### config.mk
export PLATFORM = sky130hd
export DESIGN_NAME = sw_fifo_arbiter_flat
export DESIGN_NICKNAME = d
export VERILOG_FILES = /design/src/rtl/sw_fifo_pkg.sv /design/src/rtl/sw_fifo_arbiter_if.sv /design/src/rtl/sw_fifo_ptr.sv /design/src/rtl/sw_fifo_arbiter.sv /design/src/flat_wrapper.sv
export SDC_FILE = /design/constraint.sdc
export NUM_CORES = 1
export LEC_CHECK = 0
export BUFFER_PORTS_ARGS = -buffer_cell sky130_fd_sc_hd__clkbuf_2
export CORE_ASPECT_RATIO = 0.5
export CORE_MARGIN = 4
export CORE_UTILIZATION = 41
export DETAILED_ROUTE_END_ITERATION = 12
export PLACE_DENSITY = 0.81
export SETUP_SLACK_MARGIN = 0.02
export SYNTH_ARGS = -nofsm -noshare
export SYNTH_HDL_FRONTEND = slang
export SYNTH_SLANG_ARGS = --single-unit
### constraint.sdc
create_clock -name clk -period 3.4 [get_ports clk]
set_clock_uncertainty 0.05 [all_clocks]
set_input_delay 0.51 -clock clk [delete_from_list [all_inputs] [get_ports clk]]
set_output_delay 0.51 -clock clk [all_outputs]
set_load 0.01 [all_outputs]
### src/rtl/sw_fifo_pkg.sv
// Shared constants and helpers for the Smith-Waterman score FIFO arbiter.
// Provides the default geometry, the depth derivation and the occupancy-count width.
package sw_fifo_pkg;

  localparam int unsigned DEF_N_REQ        = 4;
  localparam int unsigned DEF_ADDR_WIDTH   = 4;
  localparam int unsigned DEF_DATA_WIDTH   = 16;
  localparam int unsigned DEF_DEPTH        = 1 << DEF_ADDR_WIDTH;
  localparam int unsigned DEF_AFULL_THRESH = (DEF_DEPTH * 3) / 4;

  // Number of FIFO entries addressed by aw address bits.
  function automatic int unsigned depth_of(input int unsigned aw);
    return 1 << aw;
  endfunction

  // Occupancy counter must hold 0..DEPTH inclusive, hence one extra bit.
  function automatic int unsigned count_width(input int unsigned aw);
    return aw + 1;
  endfunction

endpackage

### src/rtl/sw_fifo_arbiter_if.sv
// Bus bundle between the writer PEs / consumer / score RAM and the FIFO arbiter.
// master: PEs, consumer and RAM side (drives req, req_data, rd_en, err_clr).
// slave:  the arbiter (drives grant, RAM ports, status and error flags).
interface sw_fifo_arbiter_if #(
  parameter int unsigned N_REQ      = 4,
  parameter int unsigned ADDR_WIDTH = 4,
  parameter int unsigned DATA_WIDTH = 16
);

  logic [N_REQ-1:0]            req;
  logic [N_REQ*DATA_WIDTH-1:0] req_data;
  logic [N_REQ-1:0]            grant;
  logic                        rd_en;
  logic                        rd_valid;
  logic                        mem_we;
  logic [ADDR_WIDTH-1:0]       mem_waddr;
  logic [DATA_WIDTH-1:0]       mem_wdata;
  logic [ADDR_WIDTH-1:0]       mem_raddr;
  logic [ADDR_WIDTH:0]         count;
  logic                        full;
  logic                        empty;
  logic                        almost_full;
  logic                        err_clr;
  logic                        overflow_err;
  logic                        underflow_err;

  modport master (
    output req, req_data, rd_en, err_clr,
    input  grant, rd_valid, mem_we, mem_waddr, mem_wdata, mem_raddr,
           count, full, empty, almost_full, overflow_err, underflow_err
  );

  modport slave (
    input  req, req_data, rd_en, err_clr,
    output grant, rd_valid, mem_we, mem_waddr, mem_wdata, mem_raddr,
           count, full, empty, almost_full, overflow_err, underflow_err
  );

endinterface

### src/rtl/sw_fifo_ptr.sv
// Write/read pointer registers for the score FIFO.
// Ports: clk, reset_n (async, active-low), inc_w / inc_r advance the
// respective pointer by one at the clock edge; w_ptr / r_ptr are the
// current addresses and wrap naturally modulo 2**ADDR_WIDTH.
module sw_fifo_ptr #(
  parameter int unsigned ADDR_WIDTH = 4
) (
  input  logic                  clk,
  input  logic                  reset_n,
  input  logic                  inc_w,
  input  logic                  inc_r,
  output logic [ADDR_WIDTH-1:0] w_ptr,
  output logic [ADDR_WIDTH-1:0] r_ptr
);

  // Pointer registers; power-of-two depth makes the wrap free.
  always_ff @(posedge clk or negedge reset_n) begin
    if (!reset_n) begin
      w_ptr <= '0;
      r_ptr <= '0;
    end else begin
      if (inc_w) w_ptr <= w_ptr + ADDR_WIDTH'(1);
      if (inc_r) r_ptr <= r_ptr + ADDR_WIDTH'(1);
    end
  end

endmodule

### src/rtl/sw_fifo_arbiter.sv
// Shares one score FIFO between N_REQ Smith-Waterman PEs and one consumer.
// Ports: clk, reset_n (async, active-low), bus (sw_fifo_arbiter_if.slave):
//   req/req_data/grant  round-robin arbitrated push side (grant combinational)
//   rd_en/rd_valid      pop side, read data on RAM output one cycle after pop
//   mem_*               external sync RAM write/read ports
//   count/full/empty/almost_full  status decoded from the registered count
//   err_clr/overflow_err/underflow_err  sticky misuse flags
module sw_fifo_arbiter
  import sw_fifo_pkg::*;
#(
  parameter int unsigned N_REQ        = DEF_N_REQ,
  parameter int unsigned ADDR_WIDTH   = DEF_ADDR_WIDTH,
  parameter int unsigned DATA_WIDTH   = DEF_DATA_WIDTH,
  parameter int unsigned AFULL_THRESH = DEF_AFULL_THRESH
) (
  input logic              clk,
  input logic              reset_n,
  sw_fifo_arbiter_if.slave bus
);

  localparam int unsigned DEPTH = depth_of(ADDR_WIDTH);
  localparam int unsigned CW    = count_width(ADDR_WIDTH);
  localparam int unsigned IW    = (N_REQ > 1) ? $clog2(N_REQ) : 1;

  logic [CW-1:0]         count_q;
  logic [IW-1:0]         rr_ptr;
  logic                  rd_valid_q;
  logic                  ovf_q;
  logic                  udf_q;
  logic [ADDR_WIDTH-1:0] w_ptr;
  logic [ADDR_WIDTH-1:0] r_ptr;

  logic                  full_c;
  logic                  empty_c;
  logic                  found_c;
  logic [IW-1:0]         gnt_idx_c;
  logic [N_REQ-1:0]      grant_c;
  logic                  push_c;
  logic                  pop_c;
  logic [DATA_WIDTH-1:0] wdata_c;
  logic [DATA_WIDTH-1:0] pe_data [N_REQ];

  assign full_c  = (count_q == CW'(DEPTH));
  assign empty_c = (count_q == '0);

  // Split the flat request data bus into one word per PE.
  for (genvar g = 0; g < N_REQ; g++) begin : g_unpack
    assign pe_data[g] = bus.req_data[g*DATA_WIDTH +: DATA_WIDTH];
  end

  // Round-robin search starting at rr_ptr; nothing is granted while full,
  // even if a pop is happening in the same cycle.
  always_comb begin
    int unsigned cand;
    found_c   = 1'b0;
    gnt_idx_c = '0;
    grant_c   = '0;
    cand      = 0;
    for (int unsigned k = 0; k < N_REQ; k++) begin
      cand = 32'(rr_ptr) + k;
      if (cand >= N_REQ) cand = cand - N_REQ;
      if (!found_c && bus.req[IW'(cand)]) begin
        found_c   = 1'b1;
        gnt_idx_c = IW'(cand);
      end
    end
    if (found_c && !full_c) grant_c[gnt_idx_c] = 1'b1;
  end

  assign push_c  = |grant_c;
  // A pop at empty is ignored even when a push lands in the same cycle.
  assign pop_c   = bus.rd_en & ~empty_c;
  assign wdata_c = pe_data[gnt_idx_c];

  sw_fifo_ptr #(
    .ADDR_WIDTH (ADDR_WIDTH)
  ) u_ptr (
    .clk     (clk),
    .reset_n (reset_n),
    .inc_w   (push_c),
    .inc_r   (pop_c),
    .w_ptr   (w_ptr),
    .r_ptr   (r_ptr)
  );

  // Occupancy, arbitration pointer, read-valid pipe and sticky errors.
  always_ff @(posedge clk or negedge reset_n) begin
    if (!reset_n) begin
      count_q    <= '0;
      rr_ptr     <= '0;
      rd_valid_q <= 1'b0;
      ovf_q      <= 1'b0;
      udf_q      <= 1'b0;
    end else begin
      unique case ({push_c, pop_c})
        2'b10:   count_q <= count_q + CW'(1);
        2'b01:   count_q <= count_q - CW'(1);
        default: count_q <= count_q;
      endcase

      if (push_c) begin
        rr_ptr <= (gnt_idx_c == IW'(N_REQ - 1)) ? '0 : gnt_idx_c + IW'(1);
      end

      rd_valid_q <= pop_c;

      // A new error in the same cycle takes priority over the clear.
      if (|bus.req && full_c) ovf_q <= 1'b1;
      else if (bus.err_clr)   ovf_q <= 1'b0;

      if (bus.rd_en && empty_c) udf_q <= 1'b1;
      else if (bus.err_clr)     udf_q <= 1'b0;
    end
  end

  assign bus.grant         = grant_c;
  assign bus.mem_we        = push_c;
  assign bus.mem_waddr     = w_ptr;
  assign bus.mem_wdata     = wdata_c;
  assign bus.mem_raddr     = r_ptr;
  assign bus.rd_valid      = rd_valid_q;
  assign bus.count         = count_q;
  assign bus.full          = full_c;
  assign bus.empty         = empty_c;
  assign bus.almost_full   = (count_q >= CW'(AFULL_THRESH));
  assign bus.overflow_err  = ovf_q;
  assign bus.underflow_err = udf_q;

endmodule

### src/flat_wrapper.sv
// flat-port wrapper written by rule: the top's interface ports become plain ports
module sw_fifo_arbiter_flat import sw_fifo_pkg::*;
#(
  parameter int unsigned N_REQ        = DEF_N_REQ,
  parameter int unsigned ADDR_WIDTH   = DEF_ADDR_WIDTH,
  parameter int unsigned DATA_WIDTH   = DEF_DATA_WIDTH,
  parameter int unsigned AFULL_THRESH = DEF_AFULL_THRESH
)
  (clk, reset_n, bus_req, bus_req_data, bus_rd_en, bus_err_clr, bus_grant, bus_rd_valid, bus_mem_we, bus_mem_waddr, bus_mem_wdata, bus_mem_raddr, bus_count, bus_full, bus_empty, bus_almost_full, bus_overflow_err, bus_underflow_err);
  sw_fifo_arbiter_if #(.N_REQ(N_REQ), .ADDR_WIDTH(ADDR_WIDTH), .DATA_WIDTH(DATA_WIDTH)) bus_i ();
  input logic clk;
  input logic reset_n;
  input wire logic [$bits(bus_i.req)-1:0] bus_req;
  input wire logic [$bits(bus_i.req_data)-1:0] bus_req_data;
  input wire logic [$bits(bus_i.rd_en)-1:0] bus_rd_en;
  input wire logic [$bits(bus_i.err_clr)-1:0] bus_err_clr;
  output wire logic [$bits(bus_i.grant)-1:0] bus_grant;
  output wire logic [$bits(bus_i.rd_valid)-1:0] bus_rd_valid;
  output wire logic [$bits(bus_i.mem_we)-1:0] bus_mem_we;
  output wire logic [$bits(bus_i.mem_waddr)-1:0] bus_mem_waddr;
  output wire logic [$bits(bus_i.mem_wdata)-1:0] bus_mem_wdata;
  output wire logic [$bits(bus_i.mem_raddr)-1:0] bus_mem_raddr;
  output wire logic [$bits(bus_i.count)-1:0] bus_count;
  output wire logic [$bits(bus_i.full)-1:0] bus_full;
  output wire logic [$bits(bus_i.empty)-1:0] bus_empty;
  output wire logic [$bits(bus_i.almost_full)-1:0] bus_almost_full;
  output wire logic [$bits(bus_i.overflow_err)-1:0] bus_overflow_err;
  output wire logic [$bits(bus_i.underflow_err)-1:0] bus_underflow_err;
  assign bus_i.req = bus_req;
  assign bus_i.req_data = bus_req_data;
  assign bus_i.rd_en = bus_rd_en;
  assign bus_i.err_clr = bus_err_clr;
  assign bus_grant = bus_i.grant;
  assign bus_rd_valid = bus_i.rd_valid;
  assign bus_mem_we = bus_i.mem_we;
  assign bus_mem_waddr = bus_i.mem_waddr;
  assign bus_mem_wdata = bus_i.mem_wdata;
  assign bus_mem_raddr = bus_i.mem_raddr;
  assign bus_count = bus_i.count;
  assign bus_full = bus_i.full;
  assign bus_empty = bus_i.empty;
  assign bus_almost_full = bus_i.almost_full;
  assign bus_overflow_err = bus_i.overflow_err;
  assign bus_underflow_err = bus_i.underflow_err;
  sw_fifo_arbiter #(.N_REQ(N_REQ), .ADDR_WIDTH(ADDR_WIDTH), .DATA_WIDTH(DATA_WIDTH), .AFULL_THRESH(AFULL_THRESH)) u_core (.clk(clk), .reset_n(reset_n), .bus(bus_i));
endmodule
After elaboration in Yosys (flattened, before gate mapping)
Index checks and enable logic that the tools add are counted.
{ "word_totals": {"regBits": 18, "input_bits": 72, "out_inout_bits": 40, "word_cells": 86} }
{ "classes": {"add_sub_neg": 12, "n_lt_le_gt_ge": 12, "eq_ne": 4, "mux": 31, "bitwise": 3, "reduce_logical": 17} }
{ "ops": {"columns": ["op", "n"], "rows": [
  ["16-bit binary-select mux with 2-bit select", 1],
  ["16-bit two-way mux", 2],
  ["2-bit two-way mux", 9],
  ["2-bit by 3-bit < comparator with 1-bit output (second input constant)", 5],
  ["3-bit >= comparator (second input constant)", 4],
  ["1-bit two-way mux", 12],
  ["5-bit case mux with 2 select lines", 1],
  ["4-bit by 1-bit adder with 4-bit output (second input constant)", 2],
  ["1-bit binary-select mux with 2-bit select", 4],
  ["4-bit OR reduction", 2],
  ["2-bit by 1-bit subtractor with 2-bit output (second input constant)", 4],
  ["1-bit logical AND", 7],
  ["2-bit by 2-bit adder with 3-bit output (second input constant)", 2],
  ["2-bit nonzero test", 3],
  ["5-bit by 1-bit adder with 5-bit output (second input constant)", 1],
  ["5-bit == test (second input constant)", 1],
  ["5-bit by 4-bit >= comparator with 1-bit output (second input constant)", 1],
  ["5-bit zero test", 1],
  ["5-bit by 1-bit subtractor with 5-bit output (second input constant)", 1],
  ["2-bit == test (second input constant)", 2],
  ["1-bit zero test", 4],
  ["4-bit two-way mux", 1],
  ["2-bit by 1-bit adder with 3-bit output (second input constant)", 1],
  ["2-bit by 3-bit >= comparator with 1-bit output (second input constant)", 1],
  ["7 further kinds", 7]
]} }

Longest topological paths before layout
{ "depth": {"depth_word": 22, "ltp_mapped": 11, "depth_no_buf": 10} }

Hierarchy
A second synthesis with hierarchy kept.
{ "hier_totals": {"hier_cells": 149, "area_unflattened_um2": 1549.0} }
{ "by_module_without_submodules": {"columns": ["module", "n_inst", "cells_each", "area_per_inst_um2", "seq_area_each_um2"], "rows": [
  ["sw_fifo_arbiter", 1, 127, 1228.7, 250.2],
  ["sw_fifo_ptr", 1, 22, 320.3, 200.2]
]} }

Worst setup path before layout
OpenSTA, ideal clock, no wires.
{ "synth_path": {"kind": "reg-to-reg", "startpoint": "reg u_core.count_q[1], in the netlist u_core.bus.count[1]", "endpoint": "reg u_core.count_q[4], in the netlist u_core.bus.count[4]", "setup_ps": 130, "arrival_time_ps": 2535, "required_time_ps": 3220, "setup_slack_ps": 685, "path_stages_with_launch": 12, "path_buffers": 1, "period_less_slack_ps": 2715, "path_cell_list": "dfrtp_1 -> nor4_2 -> and2b_1 -> nor2b_1 -> buf_2 -> ha_1 -> fa_1 -> a21o_1 -> a21oi_1 -> xor2_1 -> nor2_1 -> xor2_1"} }
{ "synth_between": {"elab_cells_between_ends": 14, "cone_classes": "add/sub (2); eq/ne (3); mux (2); bitwise (2); reduce/logical (5)"} }
{ "synth_lines": {"columns": ["element", "line", "source"], "rows": [
  ["from (decl)", "sw_fifo_arbiter.sv:25", "logic [CW-1:0] count_q;"],
  ["from (signal assigned)", "sw_fifo_arbiter.sv:96", "2'b10: count_q <= count_q + CW'(1);"],
  ["from (signal assigned)", "sw_fifo_arbiter.sv:97", "2'b01: count_q <= count_q - CW'(1);"],
  ["from (signal assigned)", "sw_fifo_arbiter.sv:98", "default: count_q <= count_q;"],
  ["5-bit zero test *", "sw_fifo_arbiter.sv:44", "assign empty_c = (count_q == '0);"],
  ["named net bus_empty", "flat_wrapper.sv:25", "output wire logic [$bits(bus_i.empty)-1:0] bus_empty;"],
  ["1-bit NOT *", "sw_fifo_arbiter.sv:72", "assign pop_c = bus.rd_en & ~empty_c;"],
  ["1-bit bitwise AND *", "sw_fifo_arbiter.sv:72", null],
  ["named net u_core.pop_c", "sw_fifo_arbiter.sv:39", "logic pop_c;"],
  ["2-bit by 1-bit == test with 1-bit output or 2-bit == test (tied branches)", "sw_fifo_arbiter.sv:95", "unique case ({push_c, pop_c})"],
  ["5-bit case mux with 2 select lines or 2-bit nonzero test (tied branches)", null, null]
]} }
Mark *: on every way through the listed nets, which the timed path passes. The rest lies on a longest branch.
A chain may end at the register's enable or synchronous reset.

Worst setup path after layout
{ "layout_path": {"startpoint": "reg u_core.count_q[1], in the netlist u_core.bus.count[1]", "endpoint": "reg u_core.count_q[4], in the netlist u_core.bus.count[4]"} }
{ "layout_between": {"elab_chain_len": 7, "elab_cells_between_ends": 14, "cone_classes": "add/sub (2); eq/ne (3); mux (2); bitwise (2); reduce/logical (5)"} }
{ "layout_lines": {"columns": ["element", "line", "source"], "rows": [
  ["5-bit == test", "sw_fifo_arbiter.sv:43", "assign full_c = (count_q == CW'(DEPTH));"],
  ["1-bit zero test", "sw_fifo_arbiter.sv:67", "if (found_c && !full_c) grant_c[gnt_idx_c] = 1'b1;"],
  ["1-bit logical AND", "sw_fifo_arbiter.sv:67", null],
  ["4-bit two-way mux", "sw_fifo_arbiter.sv:67", null],
  ["4-bit OR reduction", "sw_fifo_arbiter.sv:70", "assign push_c = |grant_c;"],
  ["2-bit by 1-bit == test with 1-bit output or 2-bit == test (tied branches)", "sw_fifo_arbiter.sv:95", null],
  ["5-bit case mux with 2 select lines or 2-bit nonzero test (tied branches)", null, null]
]} }
Parallel ways exist; a longest one is shown, timed or not.

==> reports/qor.csv <==
stage,metric,value,unit
status,status,finished clean,
pwr,power share of the combinational group,62.0,%
layout,n_diodes,0,
setup_path,"Max stage delay cell, worst path",dfrtp_1,
setup_path,Worst Path Arrival,2.95,ns
sta,worst slew pin tran,0.6245,ns
global_route,GRT Residual Overflow,0,
place,PortBufs,111,
global_route,initial antenna violation count,0,
pwr,Lkg Pwr,1.237,nW
pwr,internal power,0.9216,mW
logic_synthesis,Syn. warnings,0,
clocking,CTS root buf,clkbuf_8,
setup_path,crit path buf inv count,0,
setup_path,CP max stage delay,0.45,ns
sta,Highest Clock Rate,349.4,MHz
setup_path,startpoint types,register,
routing,DR vias/cell,4.851,
pwr,Flop pwr share,27.5,%
place,hpwl dp,3.444,mm
logic_synthesis,register area share after synthesis,29.24,%
setup_path,"delay-heaviest family, CP",simple AND/OR/NAND/NOR gates,
routing,# DRC,0,
sta,Slew headroom,58.37,%
floorplan,Initial Utilization,43.65,%
floorplan,row cnt,15,
place,Final Wtd Congestion,0.7246,
pwr,P per Cell Area,767.1,mW/mm²
sta,Hold Fails Final Rpt,0,
setup_path,crit-path cells,nor4_2 -> and2b_1 -> nor2b_1 -> ha_1 -> fa_1 -> a21o_1 -> a21oi_1 -> xor2_1 -> nor2_1 -> xor2_1,
clocking,Clock Pin Slew Worst Setup and Hold Paths,0.07,ns
routing,first drt pass iteration count,4,
routing,wire per inst,13.34,µm
layout,fin nets,332,
layout,Syn-to-layout area delta,39.16,%
sta,Final setup viols,0,
logic_synthesis,Netlist Area Pre-Place,0.001540,mm²
logic_synthesis,Mapped Nets,223,
routing,"antenna viol nets, final",0,
pwr,Sw Share,43.95,%
place,placed insts,299,
logic_synthesis,Synth cell types,34,
setup_path,Crit Path Category,reg -> reg,
sta,final worst-path cycle share,84.17,%
sta,final total negative setup slack,0,ns
worst_hold_path,worst min-delay path class,in -> async,
clocking,H-tree depth,1,
logic_synthesis,Synth Area per Inst,10.70,µm²
logic_synthesis,synthesized flop and latch total,18,
setup_path,most used cell along the critical path,xor2_1,
clocking,Clock Sinks,18,
global_route,vias in the first global route,1470,
routing,WL final,4.041,mm
setup_path,CP Max Fanout,6,
clocking,PostCTS Resize Cnt,0,
global_route,largest net degree at the start of global routing,38,
pwr,Peak VDD IR,315.5,µV
setup_path,crit end category,register,
pwr,Final Power,1.644,mW
clocking,TritonCTS buffer count,3,
clocking,CTS tree,done,
clocking,postcts setup bufs,0,
sta,RSZ-0062 raised after global routing,no,
setup_path,Worst path depth,10,
clocking,Hold Buf Count CTS,0,
floorplan,die span in y,51.34,µm
floorplan,Die Area,0.004861,mm²
setup_path,critical path required time,3.48,ns
global_route,first-pass GRT wire length,6.555,mm
flow_run,Max Cap Viol,0,
global_route,GRT Total Usage,16.67,%
layout,share of cells above drive strength 1,48.81,%
logic_synthesis,Post-Synthesis Cells,144,
layout,fin cells,303,
floorplan,core area,0.003528,mm²
floorplan,I/O pin count,112,
pwr,sw power,0.7226,mW
routing,DRT iter0 DRCs,58,
routing,Vias,1470,
sta,max-slew violations,0,
sta,Tmin final,2.862,ns
pwr,clock power share,10.5,%
clocking,insertion delay to the later sink of the worst-skew pair,0.25,ns
clocking,clock buffer depth,2,
setup_path,reg2reg path depth,10,
floorplan,Die X,94.68,µm
==> cell usage in the layout, fill, tap and decap left out, drive strengths merged <==
cell / Yosys / final
clkbuf: 1 / 115
mux2i: 49 / 49
dfrtp: 18 / 18
nand2: 8 / 8
xnor2: 7 / 7
a21oi: 7 / 7
inv: 6 / 6
ha: 6 / 6
nor2: 5 / 5
xor2: 5 / 5
o21ai: 4 / 4
a21o: 3 / 3
mux2: 3 / 3
nand4: 2 / 2
buf: 8 / 2
nor4: 2 / 2
o2bb2a: 1 / 1
nand2b: 1 / 1
a311oi: 1 / 1
nor3: 1 / 1
and3: 1 / 1
and2b: 1 / 1
nor2b: 1 / 1
a21boi: 1 / 1
o22ai: 1 / 1
fa: 1 / 1
==> stage by stage <==
| step | hold WS, ns | util [%] | setup slack [ns] | cell area (µm²) |
|---|---|---|---|---|
| floorplan | 0.1644 | - | 0.6852 | 1540 |
| global placement | 0.4087 | 59.18 | 0.6478 | 2088 |
| detailed placement | 0.4149 | 59.18 | 0.5048 | 2088 |
| CTS | 0.1390 | 60.74 | 0.5304 | 2143 |
| global route | 0.1589 | 60.74 | 0.3709 | 2143 |
| finish | 0.1297 | 60.74 | 0.5383 | 2143 |
==> area by class of cell <==
class	instances	area (µm²)
Sequential cell	18	450.4
Fill cell	308	1385
Multi-Input combinational cell	111	980.9
Clock buffer	4	55.05
Tap cell	51	63.81
Inverter	6	22.52
Timing Repair Buffer	113	570.5
==> worst reg2reg max path, cell delays in order (launching register included) <==
cell and delay (ns):
dfrtp_1 0.45, nor4_2 0.42, and2b_1 0.24, nor2b_1 0.13
ha_1 0.30, fa_1 0.44, a21o_1 0.18, a21oi_1 0.16
xor2_1 0.16, nor2_1 0.07, xor2_1 0.15
==> flip-flops by register name (all words and copies together) (netlist names) <==
register / flops
u_core.bus.underflow_err: 1
u_core.bus.overflow_err: 1
u_core.u_ptr.w_ptr: 4
u_core.rr_ptr: 2
u_core.u_ptr.r_ptr: 4
u_core.bus.rd_valid: 1
u_core.bus.count: 5
==> kinds of logic (layout without fill, tap and decap cells) <==
family | Yosys count | after routing | share of synthesized area, %
flops | 18 | 18 | 29.24
xor+xnor | 12 | 12 | 6.824
fa+ha+maj | 7 | 7 | 6.174
mux | 52 | 52 | 34.04
buf+inv | 15 | 123 | 7.798
compound gates | 18 | 18 | 8.692
simple gates | 22 | 22 | 7.231
==> cell usage after synthesis <==
master | number | share of area [%]
buf_8 | 3 | 2.9
nor2b_1 | 1 | 0.41
nor3_1 | 1 | 0.32
o21ai_2 | 1 | 0.57
inv_1 | 6 | 1.5
a311oi_2 | 1 | 0.97
a21o_1 | 3 | 1.5
clkbuf_1 | 1 | 0.24
nor4_2 | 1 | 0.81
buf_4 | 1 | 0.49
mux2i_1 | 49 | 32
nand4_1 | 2 | 0.81
and3_1 | 1 | 0.41
mux2_1 | 2 | 1.5
buf_12 | 1 | 1.3
o21ai_0 | 3 | 0.97
ha_1 | 6 | 4.9
a21oi_1 | 6 | 1.9
buf_6 | 1 | 0.73
xnor2_1 | 7 | 4.0
mux2_2 | 1 | 0.73
a21oi_2 | 1 | 0.57
nor4_1 | 1 | 0.41
dfrtp_1 | 18 | 29
fa_1 | 1 | 1.3
nand2_1 | 8 | 1.9
o2bb2a_4 | 1 | 1.3
and2b_1 | 1 | 0.49
o22ai_1 | 1 | 0.41
nand2b_1 | 1 | 0.41
nor2_1 | 5 | 1.2
xor2_1 | 5 | 2.8
a21boi_1 | 1 | 0.49
buf_2 | 2 | 0.65
==> final timing paths <==
check / slack, ns / from / endpoint
setup / recovery: 0.54 / u_core.bus.count[1] / u_core.bus.count[4]
setup reg to reg: 0.54 / u_core.bus.count[1] / u_core.bus.count[4]
hold / removal: 0.13 / reset_n / u_core.bus.count[1]
min in group clk: 0.42 / u_core.u_ptr.w_ptr[3] / u_core.u_ptr.w_ptr[3]
max in group asynchronous: 2.87 / reset_n / u_core.u_ptr.r_ptr[3]
hold reg to reg: 0.42 / u_core.u_ptr.w_ptr[3] / u_core.u_ptr.w_ptr[3]
==> power groups by stage <==
stage | clock [mW] | sequential, mW | combinational (mW)
6_report | 0.173 | 0.452 | 1.02
5_1_grt | 0.186 | 0.466 | 1.12
4_1_cts | 0.174 | 0.450 | 1.03
3_3_place_gp | 0 | 0.442 | 0.997
2_1_floorplan | 0 | 0.469 | 0.702
3_5_place_dp | 0 | 0.452 | 1.03
==> routing by layer <==
layer  part of all wire [%]  global-route usage, %  wire length [µm]
met3                    7.1                  3.382               288
met4                   0.97                  4.545                39
met1                     40                  20.56              1630
met5                      0                      0                 0
met2                     52                  29.75              2083
No activity file was read; power rests on OpenSTA's default activity.
